[src/rtl/serial_paralelo_idle_if.sv]
// serial_paralelo_idle_if: lane bus between the serial receiver and the idle-recirculation stage
//   data_in    serial bit stream, MSB first
//   data_out   last completed lane byte
//   byte_valid one-cycle strobe when data_out updates
//   valido     1 = data_out is real data (not COM/IDLE filler)
//   active     byte alignment locked
interface serial_paralelo_idle_if;
    logic       data_in;
    logic [7:0] data_out;
    logic       byte_valid;
    logic       valido;
    logic       active;
    modport master (output data_in, input data_out, byte_valid, valido, active);
    modport slave  (input data_in, output data_out, byte_valid, valido, active);
endinterface

[src/rtl/serial_paralelo_idle.sv]
// serial_paralelo_idle: per-lane deserialiser that locks byte alignment on COM and tags filler bytes
//   clk32f  serial bit clock (8x byte rate)
//   reset   asynchronous, active-low
//   bus     serial_paralelo_idle_if.slave: data_in in; data_out, byte_valid, valido, active out
//   LOSS_OF_LOCK_EN (macro): drop lock after 4 consecutive 8'h00/8'hFF bytes
module serial_paralelo_idle #(
    parameter logic [7:0] COM_SYMBOL  = 8'hBC,
    parameter logic [7:0] IDLE_SYMBOL = 8'h7C,
    parameter int         LOCK_COUNT  = 4
) (
    input logic                   clk32f,
    input logic                   reset,
    serial_paralelo_idle_if.slave bus
);
    typedef enum logic [1:0] {SEARCH, ALIGN, ACTIVE} state_t;
    localparam logic [3:0] LC = 4'(LOCK_COUNT);
    state_t     r_state, w_state;
    logic [7:0] r_sr, r_data_out, w_data_out, w_nb;
    logic [2:0] r_bit_cnt, w_bit_cnt;
    logic [3:0] r_com_cnt, w_com_cnt;
    logic       r_byte_valid, w_byte_valid, r_valido, w_valido;
    logic       w_com, w_boundary;
`ifdef LOSS_OF_LOCK_EN
    logic [2:0] r_bad_cnt, w_bad_cnt;
    logic       w_bad;
    assign w_bad = w_nb == 8'h00 || w_nb == 8'hFF;
`endif
    // candidate byte includes the bit being sampled on this edge
    assign w_nb       = {r_sr[6:0], bus.data_in};
    assign w_com      = w_nb == COM_SYMBOL;
    assign w_boundary = r_bit_cnt == 3'd7;
    assign bus.data_out   = r_data_out;
    assign bus.byte_valid = r_byte_valid;
    assign bus.valido     = r_valido;
    assign bus.active     = r_state == ACTIVE;
    always_ff @(posedge clk32f or negedge reset) begin
        if (!reset) begin
            r_state      <= SEARCH;
            r_sr         <= 8'h00;
            r_bit_cnt    <= 3'd0;
            r_com_cnt    <= 4'd0;
            r_data_out   <= 8'h00;
            r_byte_valid <= 1'b0;
            r_valido     <= 1'b0;
`ifdef LOSS_OF_LOCK_EN
            r_bad_cnt    <= 3'd0;
`endif
        end else begin
            r_state      <= w_state;
            r_sr         <= w_nb;
            r_bit_cnt    <= w_bit_cnt;
            r_com_cnt    <= w_com_cnt;
            r_data_out   <= w_data_out;
            r_byte_valid <= w_byte_valid;
            r_valido     <= w_valido;
`ifdef LOSS_OF_LOCK_EN
            r_bad_cnt    <= w_bad_cnt;
`endif
        end
    end
    always_comb begin
        w_state      = r_state;
        w_bit_cnt    = r_bit_cnt + 3'd1;
        w_com_cnt    = r_com_cnt;
        w_data_out   = r_data_out;
        w_byte_valid = 1'b0;
        // valido only meaningful while locked; cleared on the edge after lock is lost
        w_valido     = r_state == ACTIVE ? r_valido : 1'b0;
`ifdef LOSS_OF_LOCK_EN
        w_bad_cnt    = r_bad_cnt;
`endif
        case (r_state)
            SEARCH: begin
                // any bit offset may match; a match defines the byte boundary
                w_bit_cnt = 3'd0;
                w_com_cnt = w_com ? 4'd1 : 4'd0;
                w_state   = !w_com ? SEARCH : (LC == 4'd1 ? ACTIVE : ALIGN);
            end
            ALIGN: if (w_boundary) begin
                w_com_cnt = w_com ? r_com_cnt + 4'd1 : 4'd0;
                w_state   = !w_com ? SEARCH : (r_com_cnt + 4'd1 == LC ? ACTIVE : ALIGN);
            end
            ACTIVE: if (w_boundary) begin
                w_data_out   = w_nb;
                w_byte_valid = 1'b1;
                w_valido     = !w_com && w_nb != IDLE_SYMBOL;
`ifdef LOSS_OF_LOCK_EN
                w_bad_cnt = w_bad ? r_bad_cnt + 3'd1 : 3'd0;
                // fourth stuck byte is still delivered, lock drops on the same edge
                if (w_bad && r_bad_cnt == 3'd3) begin
                    w_state   = SEARCH;
                    w_com_cnt = 4'd0;
                    w_bad_cnt = 3'd0;
                end
`endif
            end
            default: w_state = SEARCH;
        endcase
    end
endmodule

[src/flat_wrapper.sv]
// flat-port wrapper written by rule: the top's interface ports become plain ports
module serial_paralelo_idle_flat 
#(
    parameter logic [7:0] COM_SYMBOL  = 8'hBC,
    parameter logic [7:0] IDLE_SYMBOL = 8'h7C,
    parameter int         LOCK_COUNT  = 4
)
  (clk32f, reset, bus_data_in, bus_data_out, bus_byte_valid, bus_valido, bus_active);
  serial_paralelo_idle_if bus_i ();
  input logic clk32f;
  input logic reset;
  input wire logic [$bits(bus_i.data_in)-1:0] bus_data_in;
  output wire logic [$bits(bus_i.data_out)-1:0] bus_data_out;
  output wire logic [$bits(bus_i.byte_valid)-1:0] bus_byte_valid;
  output wire logic [$bits(bus_i.valido)-1:0] bus_valido;
  output wire logic [$bits(bus_i.active)-1:0] bus_active;
  assign bus_i.data_in = bus_data_in;
  assign bus_data_out = bus_i.data_out;
  assign bus_byte_valid = bus_i.byte_valid;
  assign bus_valido = bus_i.valido;
  assign bus_active = bus_i.active;
  serial_paralelo_idle #(.COM_SYMBOL(COM_SYMBOL), .IDLE_SYMBOL(IDLE_SYMBOL), .LOCK_COUNT(LOCK_COUNT)) u_core (.clk32f(clk32f), .reset(reset), .bus(bus_i));
endmodule
[config.mk]
export PLATFORM = sky130hd
export DESIGN_NAME = serial_paralelo_idle_flat
export DESIGN_NICKNAME = d
export VERILOG_FILES = /design/src/rtl/serial_paralelo_idle_if.sv /design/src/rtl/serial_paralelo_idle.sv /design/src/flat_wrapper.sv
export SDC_FILE = /design/constraint.sdc
export NUM_CORES = 1
export LEC_CHECK = 0
export CAP_MARGIN = 30
export CORE_UTILIZATION = 52
export CTS_BUF_LIST = sky130_fd_sc_hd__clkbuf_16
export DETAILED_ROUTE_END_ITERATION = 6
export PLACE_DENSITY = 0.76
export SYNTH_ARGS = -nofsm -noshare
export SYNTH_HDL_FRONTEND = slang
export SYNTH_SLANG_ARGS = --single-unit
[constraint.sdc]
create_clock -name clk32f -period 2.3 [get_ports clk32f]
set_input_delay 0.46 -clock clk32f [delete_from_list [all_inputs] [get_ports clk32f]]
set_output_delay 0.46 -clock clk32f [all_outputs]
set_load 0.01 [all_outputs]
==> results by group, run 1 <==
Run status
  • Outcome: completed

Finish
  • Share of cells above drive strength 1: 17.71%
  • Diode count: 0
  • Commonest cells after routing, fill and taps aside: sky130_fd_sc_hd__dfrtp_1, sky130_fd_sc_hd__clkdlybuf4s50_1, sky130_fd_sc_hd__mux2_2, sky130_fd_sc_hd__nor2_1, sky130_fd_sc_hd__nor2b_1
  • Most frequent standard cell in the layout excluding fill and tap cells: sky130_fd_sc_hd__dfrtp_1
  • Post-layout nets: 104
  • Number of fill cells in the layout: 169
  • Area growth from synthesis to layout: 23.26%

Synth
  • Simple-gate portion of the synthesized area: 14.19%
  • Share of synthesized area spent on multiplexers: 8.372%
  • Synthesized cell area: 1076 um2
  • Post-synthesis share of cell area spent on full adders, half adders and majority gates: 4.651%
  • Largest cells by area after synthesis: sky130_fd_sc_hd__dfrtp_1, sky130_fd_sc_hd__mux2_2, sky130_fd_sc_hd__ha_1
  • Mean instance size in the synthesized netlist: 13.80 um2
  • Number of synthesized register bits: 26
  • Yosys cell types: 26
  • Proportion of synthesized chip area in sequential cells: 60.47%
  • Synth Net Count: 85
  • Synthesis warning total: 0
  • Main combinational cell family by area after synthesis: simple AND/OR/NAND/NOR gates
  • Top-area cell type share of the netlist area: 60.47%
  • Compound-cell area share of the yosys netlist: 10.81%
  • Count of mapped cells out of synthesis: 78
  • Parity-gate share of the synthesized area counting xor and xnor cells: 0.8140%
  • Top cell type by total area after synthesis: sky130_fd_sc_hd__dfrtp_1

CTS
  • Clock latency on the worst-skew pair: 0.25 ns
  • Number of gates resized after cts: 0
  • Post-CTS clock slew at the launch and capture registers of the worst setup and hold paths: 0.06 ns
  • H-tree lvl count: 1
  • Post-CTS Setup Inserts: 0
  • CTS sink cnt: 26
  • CTS tree: done
  • CTS Root Cell: sky130_fd_sc_hd__clkbuf_16
  • Number of hold buffers added after cts: 0
  • Maximum clock path buffer count: 2
  • Total clock buffers created by CTS: 3

Routing
  • Length of routed met2 wiring: 895 um
  • WL met1: 806 um
  • Post-DR wirelength/cell: 14.50 um
  • Drt drc: 0
  • Highest metal layer with signal wires: met4
  • Final wirelength: 1.784 mm
  • Number of nets with antenna violations after routing: 0
  • Via count: 656
  • First drt pass iteration count: 4
  • Drt initial violations: 11
  • Via count normalized by instance count: 5.333
  • Routed met3 length: 63 um

Die
  • Num rows: 16
  • Die width: 47.49 um
  • Die height: 47.49 um
  • CORE AREA: 1962 um2
  • Initial Util: 54.85%
  • Top-Level Pins: 14
  • Area of the die: 2255 um2

Power
  • Part of the total power dissipated in combinational logic: 4.5%
  • Fraction of power spent switching nets: 19.58%
  • Power density over cell area: 674.0 nW/um2
  • Power share of the sequential group: 53.9%
  • Static Leak: 0.6600 nW
  • Design internal power: 0.7189 mW
  • Switching pwr: 0.1750 mW
  • Power share of the clock group: 41.6%
  • Peak supply drop: 557.6 uV

STA
  • Final setup fails: 0
  • Post-layout min period: 2.049 ns
  • RSZ-0062 raised after global routing: false
  • Final Hold Vio Count: 0
  • Clock Skew: 0.001924 ns
  • Final hold slack: 0.3985 ns
  • Setup_tns: 0 ns
  • Slew margin rel.: 76.95%
  • Worst Tran Pin Value: 0.3447 ns
  • Achievable clock frequency: 488.0 MHz
  • Count of final max-slew check failures: 0
  • Final critical-path share of the clock period: 89.09%

Worst setup path
  • Worst Path Arrival: 1.59 ns
  • Required time reported for the critical path endpoint: 1.84 ns
  • Worst reg2reg setup slack: 0.54 ns
  • Worst reg2reg path depth: 6
  • Worst Setup End Kind: output pin
  • WS Path Type: reg2out
  • R2R Path End: u_core.r_com_cnt[2]
  • Startpoint of the worst register-to-register path: u_core.r_bit_cnt[0]
  • Highest fanout seen on the critical path: 7
  • Critical path launch point type: register

Global routing
  • Wire length of the first global-routing pass: 2.760 mm
  • Antenna violations before repair: 0
  • GRT Residual Overflow: 0
  • Pin count of the biggest net entering global routing: 27
  • Vias in the first global route: 641
  • Global Route Usage Sum: 18.46%

Place
  • Final RePlAce weighted congestion: 0.8170
  • Number of port buffers: 13
  • HPWL after detailed placement: 1.236 mm

Hold path
  • Hold Path Stages: 0
  • Worst hold-check path type: reg2reg
  • Hold path start: u_core.r_sr[0]
  • Worst min-delay path endpoint: u_core.r_sr[1]

Flow run
  • Count of max-cap constraint violations: 0
kinds of logic after synthesis:
family	Yosys count
compound gates	13
flops	26
buf+inv	2
fa+ha+maj	4
simple gates	24
mux	8
xor+xnor	1
flip-flops by register name (all words and copies together), names as in the netlist:
signal and flops:
u_core.r_com_cnt 4, u_core.r_state 2, u_core.r_sr 7, u_core.r_bit_cnt 3, u_core.bus.valido 1, u_core.bus.byte_valid 1
u_core.bus.data_out 8
per-stage QoR:
stage | setup slack, ns | util (%) | cells | cell area, um2 | power [mW]
final | 0.2509 | 67.60 | 123 | 1326 | 0.8939
after floorplan | 0.6511 | - | 78 | 1076 | 0.5076
after global routing | 0.1678 | 67.60 | 123 | 1326 | 0.9270
after detailed placement | 0.3569 | 63.58 | 119 | 1247 | 0.5304
after global placement | 0.3950 | 63.58 | 119 | 1247 | 0.5281
after CTS | 0.2441 | 67.60 | 123 | 1326 | 0.9053
Yosys cell counts, drive strengths merged:
| master | n |
|---|---|
| o21ai | 1 |
| or2 | 2 |
| a22o | 3 |
| and4bb | 1 |
| nand2 | 3 |
| ha | 4 |
| dfrtp | 26 |
| nor2 | 5 |
| or3b | 1 |
| mux2 | 8 |
| a2111oi | 1 |
| a21oi | 1 |
| and3b | 1 |
| a31oi | 1 |
| nor2b | 6 |
| nand2b | 1 |
| a21o | 4 |
| xor2 | 1 |
| nand4 | 2 |
| and2b | 1 |
| nand3 | 1 |
| o32ai | 1 |
| inv | 2 |
| o31ai | 1 |
worst max-delay path: stages (launching register included):
cell	delay, ns
sky130_fd_sc_hd__dfrtp_1	0.46
sky130_fd_sc_hd__and2b_1	0.31
sky130_fd_sc_hd__clkdlybuf4s50_1	0.56
area by class of cell:
cell class | count | area (um2) | area share, %
clock buffers | 3 | 75.07 | 5.660
multi-input cells | 50 | 417.9 | 31.51
inverters | 2 | 7.507 | 0.5660
clock inverters | 1 | 3.754 | 0.2830
well taps | 27 | 33.78 | 2.547
flip-flops and latches | 26 | 650.6 | 49.06
repair buffers | 14 | 137.6 | 10.38
metal layers:
metal  up-vias  global-route usage [%]
met5         -                       0
met4         0                   9.143
met2        13                   30.68
li1        316                       -
met3         2                   3.774
met1       325                   22.94
power by group through the flow:
stage / Combinational [mW] / Sequential (mW) / Clock (mW)
floorplan: 0.0208 / 0.487 / 0
global placement: 0.0395 / 0.489 / 0
detailed placement: 0.0407 / 0.490 / 0
CTS: 0.0413 / 0.482 / 0.382
global route: 0.0452 / 0.483 / 0.399
finish: 0.0404 / 0.481 / 0.372
worst max-delay path by stage:
stage	slack, ns	depth (start not counted)	endpoint	startpoint
2_1_floorplan	0.65	6	u_core.r_com_cnt[2]	u_core.r_bit_cnt[0]
3_3_place_gp	0.40	5	u_core.r_com_cnt[0]	bus_data_in
3_5_place_dp	0.36	5	u_core.r_com_cnt[0]	bus_data_in
4_1_cts	0.24	2	bus_active	u_core.r_state[0]
5_1_grt	0.17	2	bus_active	u_core.r_state[0]
6_report	0.25	2	bus_active	u_core.r_state[0]
No activity file was read; power rests on OpenSTA's default activity.
==> run 2, diff against run 1 <==
- SLEW_MARGIN: not set -> 20
==> results of run 2 <==
Same layout as run 1: the final DEF is identical, and so are final timing and power.
==> run 3, diff against run 2 <==
- SLEW_MARGIN: 20 -> 10
==> results of run 3 <==
Same layout as run 1: the final DEF is identical, and so are final timing and power.
